`src/rtl/validador_pecas.sv`:
```
// validador_pecas: conflict validator and board store behind the piece-placement FSM.
// A candidate piece is captured, its cells are walked one per clock and checked
// for bounds and overlap on the selected player's 8x8 board. A later commit writes
// the validated piece into that board. A registered read port exposes board cells.
//
// Ports:
//   clk, reset                 clock, asynchronous active-high reset
//   valida, armazena           check / commit requests (rising edge sampled)
//   jogador, tipo, X1, Y1,     candidate piece (board, type, anchor, direction)
//   direcao
//   rd_jogador, rd_x, rd_y     read-port board and coordinate
//   conflito, pronto           check result and its one-cycle strobe
//   gravado                    one-cycle strobe when a commit finishes
//   qtd_pecas0, qtd_pecas1     pieces stored per board
//   cheio                      both boards hold MAX_PECAS pieces
//   rd_ocupado                 registered occupancy at the read coordinate
//
// Build option: define VALIDADOR_ADJACENCIA_EN to also reject cells whose in-range
// 8-neighbours are occupied (ships may not touch). Latency is the same either way.
module validador_pecas #(
    parameter int TAM_TAB   = 8,
    parameter int MAX_PECAS = 11
) (
    input  logic       clk,
    input  logic       reset,
    input  logic       valida,
    input  logic       armazena,
    input  logic       jogador,
    input  logic [2:0] tipo,
    input  logic [3:0] X1,
    input  logic [3:0] Y1,
    input  logic       direcao,
    input  logic       rd_jogador,
    input  logic [3:0] rd_x,
    input  logic [3:0] rd_y,
    output logic       conflito,
    output logic       pronto,
    output logic       gravado,
    output logic [3:0] qtd_pecas0,
    output logic [3:0] qtd_pecas1,
    output logic       cheio,
    output logic       rd_ocupado
);

    localparam int         NC   = TAM_TAB * TAM_TAB;
    localparam int         IW   = $clog2(NC);
    localparam logic [3:0] MAX4 = 4'(MAX_PECAS);

    localparam logic [2:0] OCIOSO    = 3'd0;
    localparam logic [2:0] CHECA     = 3'd1;
    localparam logic [2:0] RESULTADO = 3'd2;
    localparam logic [2:0] AGUARDA   = 3'd3;
    localparam logic [2:0] GRAVA     = 3'd4;

    logic [2:0]         estado_q;
    logic               valida_ant_q, armazena_ant_q;
    logic               jog_q, dir_q;
    logic [2:0]         tipo_q;
    logic [3:0]         x_q, y_q;
    logic [2:0]         k_q;
    logic               flag_q;
    logic [1:0][NC-1:0] tab_q;

    logic               valida_sub, armazena_sub;
    logic [4:0]         dx, dy, cx, cy;
    logic [2:0]         len;
    logic               tipo_ok, ultimo, conf_celula, tab_cheio;
    logic [NC-1:0]      tab_sel;
    logic [IW-1:0]      wr_idx;

    function automatic logic em_faixa(input int x, input int y);
        return (x >= 1) && (x <= TAM_TAB) && (y >= 1) && (y <= TAM_TAB);
    endfunction

    // Out-of-range coordinates read as empty.
    function automatic logic ocupado(input logic [NC-1:0] tab, input int x, input int y);
        if (!em_faixa(x, y)) return 1'b0;
        return tab[IW'((y - 1) * TAM_TAB + (x - 1))];
    endfunction

    assign valida_sub   = valida & ~valida_ant_q;
    assign armazena_sub = armazena & ~armazena_ant_q;
    assign cheio        = (qtd_pecas0 == MAX4) && (qtd_pecas1 == MAX4);
    assign tab_sel      = tab_q[jog_q];
    assign tab_cheio    = (jog_q ? qtd_pecas1 : qtd_pecas0) == MAX4;
    assign tipo_ok      = (tipo_q <= 3'd4);

    always_comb begin
        unique case (tipo_q)
            3'd0:    len = 3'd1;
            3'd1:    len = 3'd2;
            3'd2:    len = 3'd3;
            3'd3:    len = 3'd4;
            3'd4:    len = 3'd5;
            default: len = 3'd1;
        endcase
    end

    assign ultimo = (k_q == len - 3'd1);

    // Offset of cell k from the anchor; sums are 5-bit so nothing wraps back in range.
    always_comb begin
        dx = 5'd0;
        dy = 5'd0;
        if (tipo_q == 3'd2) begin
            case (k_q)
                3'd1: begin
                    dx = 5'd1;
                    dy = 5'd1;
                end
                3'd2: begin
                    if (dir_q) dy = 5'd2;
                    else       dx = 5'd2;
                end
                default: ;
            endcase
        end else if (dir_q) begin
            dy = {2'b00, k_q};
        end else begin
            dx = {2'b00, k_q};
        end
        cx = {1'b0, x_q} + dx;
        cy = {1'b0, y_q} + dy;
    end

    always_comb begin
        conf_celula = !em_faixa(int'(cx), int'(cy)) || ocupado(tab_sel, int'(cx), int'(cy));
`ifdef VALIDADOR_ADJACENCIA_EN
        for (int ddy = -1; ddy <= 1; ddy++) begin
            for (int ddx = -1; ddx <= 1; ddx++) begin
                if (ocupado(tab_sel, int'(cx) + ddx, int'(cy) + ddy)) conf_celula = 1'b1;
            end
        end
`endif
    end

    assign wr_idx = IW'((int'(cy) - 1) * TAM_TAB + (int'(cx) - 1));

    always_ff @(posedge clk or posedge reset) begin
        if (reset) begin
            estado_q       <= OCIOSO;
            valida_ant_q   <= 1'b0;
            armazena_ant_q <= 1'b0;
            jog_q          <= 1'b0;
            dir_q          <= 1'b0;
            tipo_q         <= 3'd0;
            x_q            <= 4'd0;
            y_q            <= 4'd0;
            k_q            <= 3'd0;
            flag_q         <= 1'b0;
            tab_q          <= '0;
            conflito       <= 1'b0;
            pronto         <= 1'b0;
            gravado        <= 1'b0;
            qtd_pecas0     <= 4'd0;
            qtd_pecas1     <= 4'd0;
            rd_ocupado     <= 1'b0;
        end else begin
            valida_ant_q   <= valida;
            armazena_ant_q <= armazena;
            pronto         <= 1'b0;
            gravado        <= 1'b0;
            rd_ocupado     <= ocupado(tab_q[rd_jogador], int'(rd_x), int'(rd_y));

            case (estado_q)
                OCIOSO: begin
                    if (valida_sub) begin
                        jog_q    <= jogador;
                        tipo_q   <= tipo;
                        x_q      <= X1;
                        y_q      <= Y1;
                        dir_q    <= direcao;
                        k_q      <= 3'd0;
                        flag_q   <= 1'b0;
                        estado_q <= CHECA;
                    end
                end
                CHECA: begin
                    if (!tipo_ok) begin
                        flag_q   <= 1'b1;
                        estado_q <= RESULTADO;
                    end else begin
                        // A full board rejects every candidate; latency stays fixed.
                        flag_q <= flag_q | conf_celula | tab_cheio;
                        if (ultimo) estado_q <= RESULTADO;
                        else        k_q      <= k_q + 3'd1;
                    end
                end
                RESULTADO: begin
                    conflito <= flag_q;
                    pronto   <= 1'b1;
                    estado_q <= flag_q ? OCIOSO : AGUARDA;
                end
                AGUARDA: begin
                    if (armazena_sub) begin
                        k_q      <= 3'd0;
                        estado_q <= GRAVA;
                    end else if (valida_sub) begin
                        jog_q    <= jogador;
                        tipo_q   <= tipo;
                        x_q      <= X1;
                        y_q      <= Y1;
                        dir_q    <= direcao;
                        k_q      <= 3'd0;
                        flag_q   <= 1'b0;
                        estado_q <= CHECA;
                    end
                end
                GRAVA: begin
                    if (em_faixa(int'(cx), int'(cy))) tab_q[jog_q][wr_idx] <= 1'b1;
                    if (ultimo) begin
                        if (jog_q) qtd_pecas1 <= qtd_pecas1 + 4'd1;
                        else       qtd_pecas0 <= qtd_pecas0 + 4'd1;
                        gravado  <= 1'b1;
                        conflito <= 1'b0;
                        estado_q <= OCIOSO;
                    end else begin
                        k_q <= k_q + 3'd1;
                    end
                end
                default: estado_q <= OCIOSO;
            endcase
        end
    end

endmodule

```
`config.mk`:
```
export PLATFORM = sky130hd
export DESIGN_NAME = validador_pecas
export DESIGN_NICKNAME = d
export VERILOG_FILES = /design/src/rtl/validador_pecas.sv
export SDC_FILE = /design/constraint.sdc
export NUM_CORES = 1
export LEC_CHECK = 0
export CAP_MARGIN = 10
export CORE_UTILIZATION = 50
export CTS_BUF_LIST = sky130_fd_sc_hd__clkbuf_2 sky130_fd_sc_hd__clkbuf_4 sky130_fd_sc_hd__clkbuf_8
export DETAILED_ROUTE_END_ITERATION = 7
export PLACE_DENSITY = 0.74
export SYNTH_ARGS = -nofsm -noshare
export SYNTH_HDL_FRONTEND = slang
export SYNTH_SLANG_ARGS = --single-unit
export TNS_END_PERCENT = 5
```
`constraint.sdc`:
```
create_clock -name clk -period 6.9 [get_ports clk]
set_input_delay 2.07 -clock clk [delete_from_list [all_inputs] [get_ports clk]]
set_output_delay 2.07 -clock clk [all_outputs]
set_load 0.005 [all_outputs]
```
==> flow_summary.yaml <==
setup_path:
  worst_path_most_repeated_cell: "sky130_fd_sc_hd__inv_1"
  timing.critical_path.required_ns: 7.28
  cp.arrival_ns: 5.67
  critical_path_peak_fanout: 17
  worstPathBufferInverterCount: 3
  critical_path.endpoint_type: "flip-flop"
  path_cells: "or3b_2 -> nor3b_1 -> a21oi_1 -> nor2_1 -> inv_1 -> fa_1 -> xor2_1 -> inv_1 -> fa_1 -> inv_1 -> nor2_1 -> nand4_1 -> o21bai_1"
  cpPeakStageDelay_ns: 0.93
  setup.worst_path.class: "reg -> reg"
  cpLargestDelayFamily: "simple AND/OR/NAND/NOR gates"
  critPathSlowestCell: "sky130_fd_sc_hd__fa_1"
  startpoint_type: "flip-flop"
clock_network:
  cts-resized-gates: 0
  ctsHoldBuffers: 0
  cts.repair_timing.setup_buffer_count: 0
  clock-root-buffer: "sky130_fd_sc_hd__clkbuf_8"
  clock_latency_ns: 0.48
  max-clock-path-buffers: 2
  cts_tree: "built"
  cts_inserted_buffers: 17
  ctsHtreeMaxLevel: 4
  cts_num_sinks: 162
  path_clk_slew_ns: 0.10
floorplanning:
  core_area_sq_um: 17540
  starting_density_of_the_core_pct: 51.90
  std_cell_rows: 48
  die_h_um: 136.9
  dieArea_sq_um: 18750
  num_io_pins: 39
  die_w_um: 136.9
global_route:
  grt_first_pass_wirelength_um: 36040
  first_global_vias: 6684
  pin_count_of_the_biggest_net_entering_global_routing: 65
  globalRouteTotalUtil_pct: 25.51
  antenna_found_initial: 0
  grt_remaining_overflow: 0
synth:
  synth_edf_count: 0
  syn-cell-area_sq_um: 9101
  synth_top_cell_area_share_pct: 44.54
  ys_seq_area_share_pct: 44.54
  synth_largest_area_cell: "sky130_fd_sc_hd__dfrtp_1"
  synth-xor-area-share_pct: 2.612
  multiplexer_share_of_the_synthesized_area_pct: 21.25
  syn_area_per_cell_sq_um: 12.33
  biggest_area_contributors_in_the_synthesized_netlist: "sky130_fd_sc_hd__dfrtp_1 45%, sky130_fd_sc_hd__mux4_2 14%, sky130_fd_sc_hd__o21bai_1 11%, sky130_fd_sc_hd__mux2i_1 4.4%, sky130_fd_sc_hd__ha_1 3.7%"
  synth_top_family_by_area: "multiplexers"
  synthSimpleGateAreaFrac_pct: 8.042
  ys.flop_type: "sky130_fd_sc_hd__dfrtp_1"
  post_synth_inst_count: 738
  ys_types: 59
  synth_async_sr_flop_share_pct: 100.0
  synth.ff_latch_count: 162
  synth_compound_gate_area_share_pct: 15.52
  synth_fa_ha_area_share_pct: 4.592
  net_count_after_synthesis: 795
  synth_warnings: 0
placed_design:
  io_buffers: 38
  globalplace.congestion: 0.8940
  dp.final_hpwl_um: 15020
route:
  initialDrtViolationCount: 713
  wl_per_cell_um: 21.94
  drc: 0
  route.vias.total: 6465
  number_of_iterations_in_the_first_detailed_routing_pass: 5
  route.detailed.vias_per_inst: 6.459
  routed_wirelength_um: 21960
  post_route_ant_nets: 0
sta:
  finalCriticalPeriod_ns: 5.290
  setup_viol_count_final: 0
  grt_setup_unrepaired: "no"
  timing.final.crit_share_pct: 76.66
  worstMarginPinSlew_ns: 1.195
  timing.final.max_slew_violations: 0
  setup_total_negative_slack_ns: 0
  timing.clock.skew_ns: 0.01237
  headroom_to_the_max_slew_limit_pct: 20.09
  clock.fmax_mhz: 189.0
  timing.final.hold_violations: 0
cells_and_area:
  layout_commonest_cell: "sky130_fd_sc_hd__dfrtp_1"
  finalNetCount: 820
  diodes: 0
  fraction_of_layout_instances_using_a_drive_strength_above_1_pct: 16.88
  most-common-layout-cells: "161 x sky130_fd_sc_hd__dfrtp_1, 129 x sky130_fd_sc_hd__o21bai_1, 58 x sky130_fd_sc_hd__mux4_2, 40 x sky130_fd_sc_hd__mux2i_1, 36 x sky130_fd_sc_hd__clkdlybuf4s50_1"
  fill_cells: 1418
  area_delta_synth_final_pct: 9.966
job:
  max_cap_viol_count: 0
hold_path:
  min_path_type: "reg -> reg"
outcome:
  status: "completed"
worst register-to-register path, cell delays in order, from the launching register on:
cell                       delay (ns)
sky130_fd_sc_hd__dfrtp_1         0.45
sky130_fd_sc_hd__or3b_2          0.54
sky130_fd_sc_hd__nor3b_1         0.23
sky130_fd_sc_hd__a21oi_1         0.09
sky130_fd_sc_hd__nor2_1          0.18
sky130_fd_sc_hd__inv_1           0.08
sky130_fd_sc_hd__fa_1            0.43
sky130_fd_sc_hd__xor2_1          0.39
sky130_fd_sc_hd__inv_1           0.18
sky130_fd_sc_hd__fa_1            0.93
sky130_fd_sc_hd__inv_1           0.20
sky130_fd_sc_hd__nor2_1          0.14
sky130_fd_sc_hd__nand4_1         0.88
sky130_fd_sc_hd__o21bai_1        0.47
state kept, by name, summed over array words and instances, names as in the netlist, 3 cells and up:
signal	flops
tipo_q	3
estado_q	3
tab_q	128
y_q	4
k_q	3
x_q	4
qtd_pecas1	4
qtd_pecas0	4
final timing paths:
path                            depth (start not counted)                endpoint  slack, ns              startpoint
worst max-delay path                                   13   tab_q[82]$_DFFE_PP0P_       1.61   tipo_q[0]$_DFFE_PP0P_
worst min-delay path                                    1  tab_q[123]$_DFFE_PP0P_       0.50  tab_q[123]$_DFFE_PP0P_
worst max register to register                         13   tab_q[82]$_DFFE_PP0P_       1.61   tipo_q[0]$_DFFE_PP0P_
worst min register to register                          1  tab_q[123]$_DFFE_PP0P_       0.50  tab_q[123]$_DFFE_PP0P_
max in group asynchronous                               3      flag_q$_DFFE_PP0P_       3.78                   reset
min in group asynchronous                               2  tab_q[104]$_DFFE_PP0P_       1.98                   reset
through the flow:
stage	instances	utilization (%)	hold slack [ns]	worst slack [ns]	area (sq um)
final	1001	57.07	0.5010	1.610	10010
after global routing	1001	57.07	0.5255	1.220	10010
after CTS	1001	57.07	0.4994	1.635	10010
after detailed placement	969	54.79	0.4812	1.701	9609
after global placement	969	54.79	0.4705	1.785	9609
after floorplan	738	-	0.4547	0.4534	9101
cells in the mapped netlist (2+ instances only):
master	instances
sky130_fd_sc_hd__mux4_2	58
sky130_fd_sc_hd__dfrtp_1	162
sky130_fd_sc_hd__clkbuf_1	17
sky130_fd_sc_hd__and3_1	9
sky130_fd_sc_hd__mux2_2	19
sky130_fd_sc_hd__a21oi_1	19
sky130_fd_sc_hd__nand2_1	32
sky130_fd_sc_hd__nor4_1	2
sky130_fd_sc_hd__nand2b_1	7
sky130_fd_sc_hd__fa_1	4
sky130_fd_sc_hd__a211oi_1	2
sky130_fd_sc_hd__o22ai_1	3
sky130_fd_sc_hd__o41ai_1	2
sky130_fd_sc_hd__mux2i_1	40
sky130_fd_sc_hd__nand3_1	18
sky130_fd_sc_hd__or3b_2	2
sky130_fd_sc_hd__nand4_1	11
sky130_fd_sc_hd__nand3b_1	2
sky130_fd_sc_hd__o21ai_0	14
sky130_fd_sc_hd__nor3_1	12
sky130_fd_sc_hd__buf_2	10
sky130_fd_sc_hd__a21o_1	3
sky130_fd_sc_hd__xor2_1	8
sky130_fd_sc_hd__nor2_1	22
sky130_fd_sc_hd__o21bai_1	129
sky130_fd_sc_hd__o221ai_1	2
sky130_fd_sc_hd__inv_1	30
sky130_fd_sc_hd__nor2b_1	10
sky130_fd_sc_hd__o211ai_1	2
sky130_fd_sc_hd__o21a_1	3
sky130_fd_sc_hd__nor3b_1	4
sky130_fd_sc_hd__a221oi_1	3
sky130_fd_sc_hd__ha_1	27
sky130_fd_sc_hd__xnor2_1	16
sky130_fd_sc_hd__buf_4	9
sky130_fd_sc_hd__nor3_2	2
layer usage:
layer	part of all wire, %	global-route usage, %	vias up
met1	43	34.90	3331
met4	2.6	10.26	0
met5	0	0	-
li1	-	-	2822
met3	5.6	4.296	52
met2	48	40.61	260
layout make-up:
type	instances	area [sq um]	area share, %
multi-input cells	508	4740	47.36
flip-flops and latches	162	4055	40.52
repair buffers	44	415.4	4.151
well taps	225	281.5	2.813
clock buffers	17	234.0	2.338
clock inverters	15	165.2	1.650
inverters	30	117.6	1.175
logic make-up after synthesis:
logic type      count (synthesis)
xor+xnor                       25
compound gates                195
buf+inv                        68
fa+ha+maj                      31
flops                         162
simple gates                  139
mux                           118
Power is left out: the tool's default activity adds up to more than one toggle a clock period on the data nets, which glitch-free logic cannot reach.
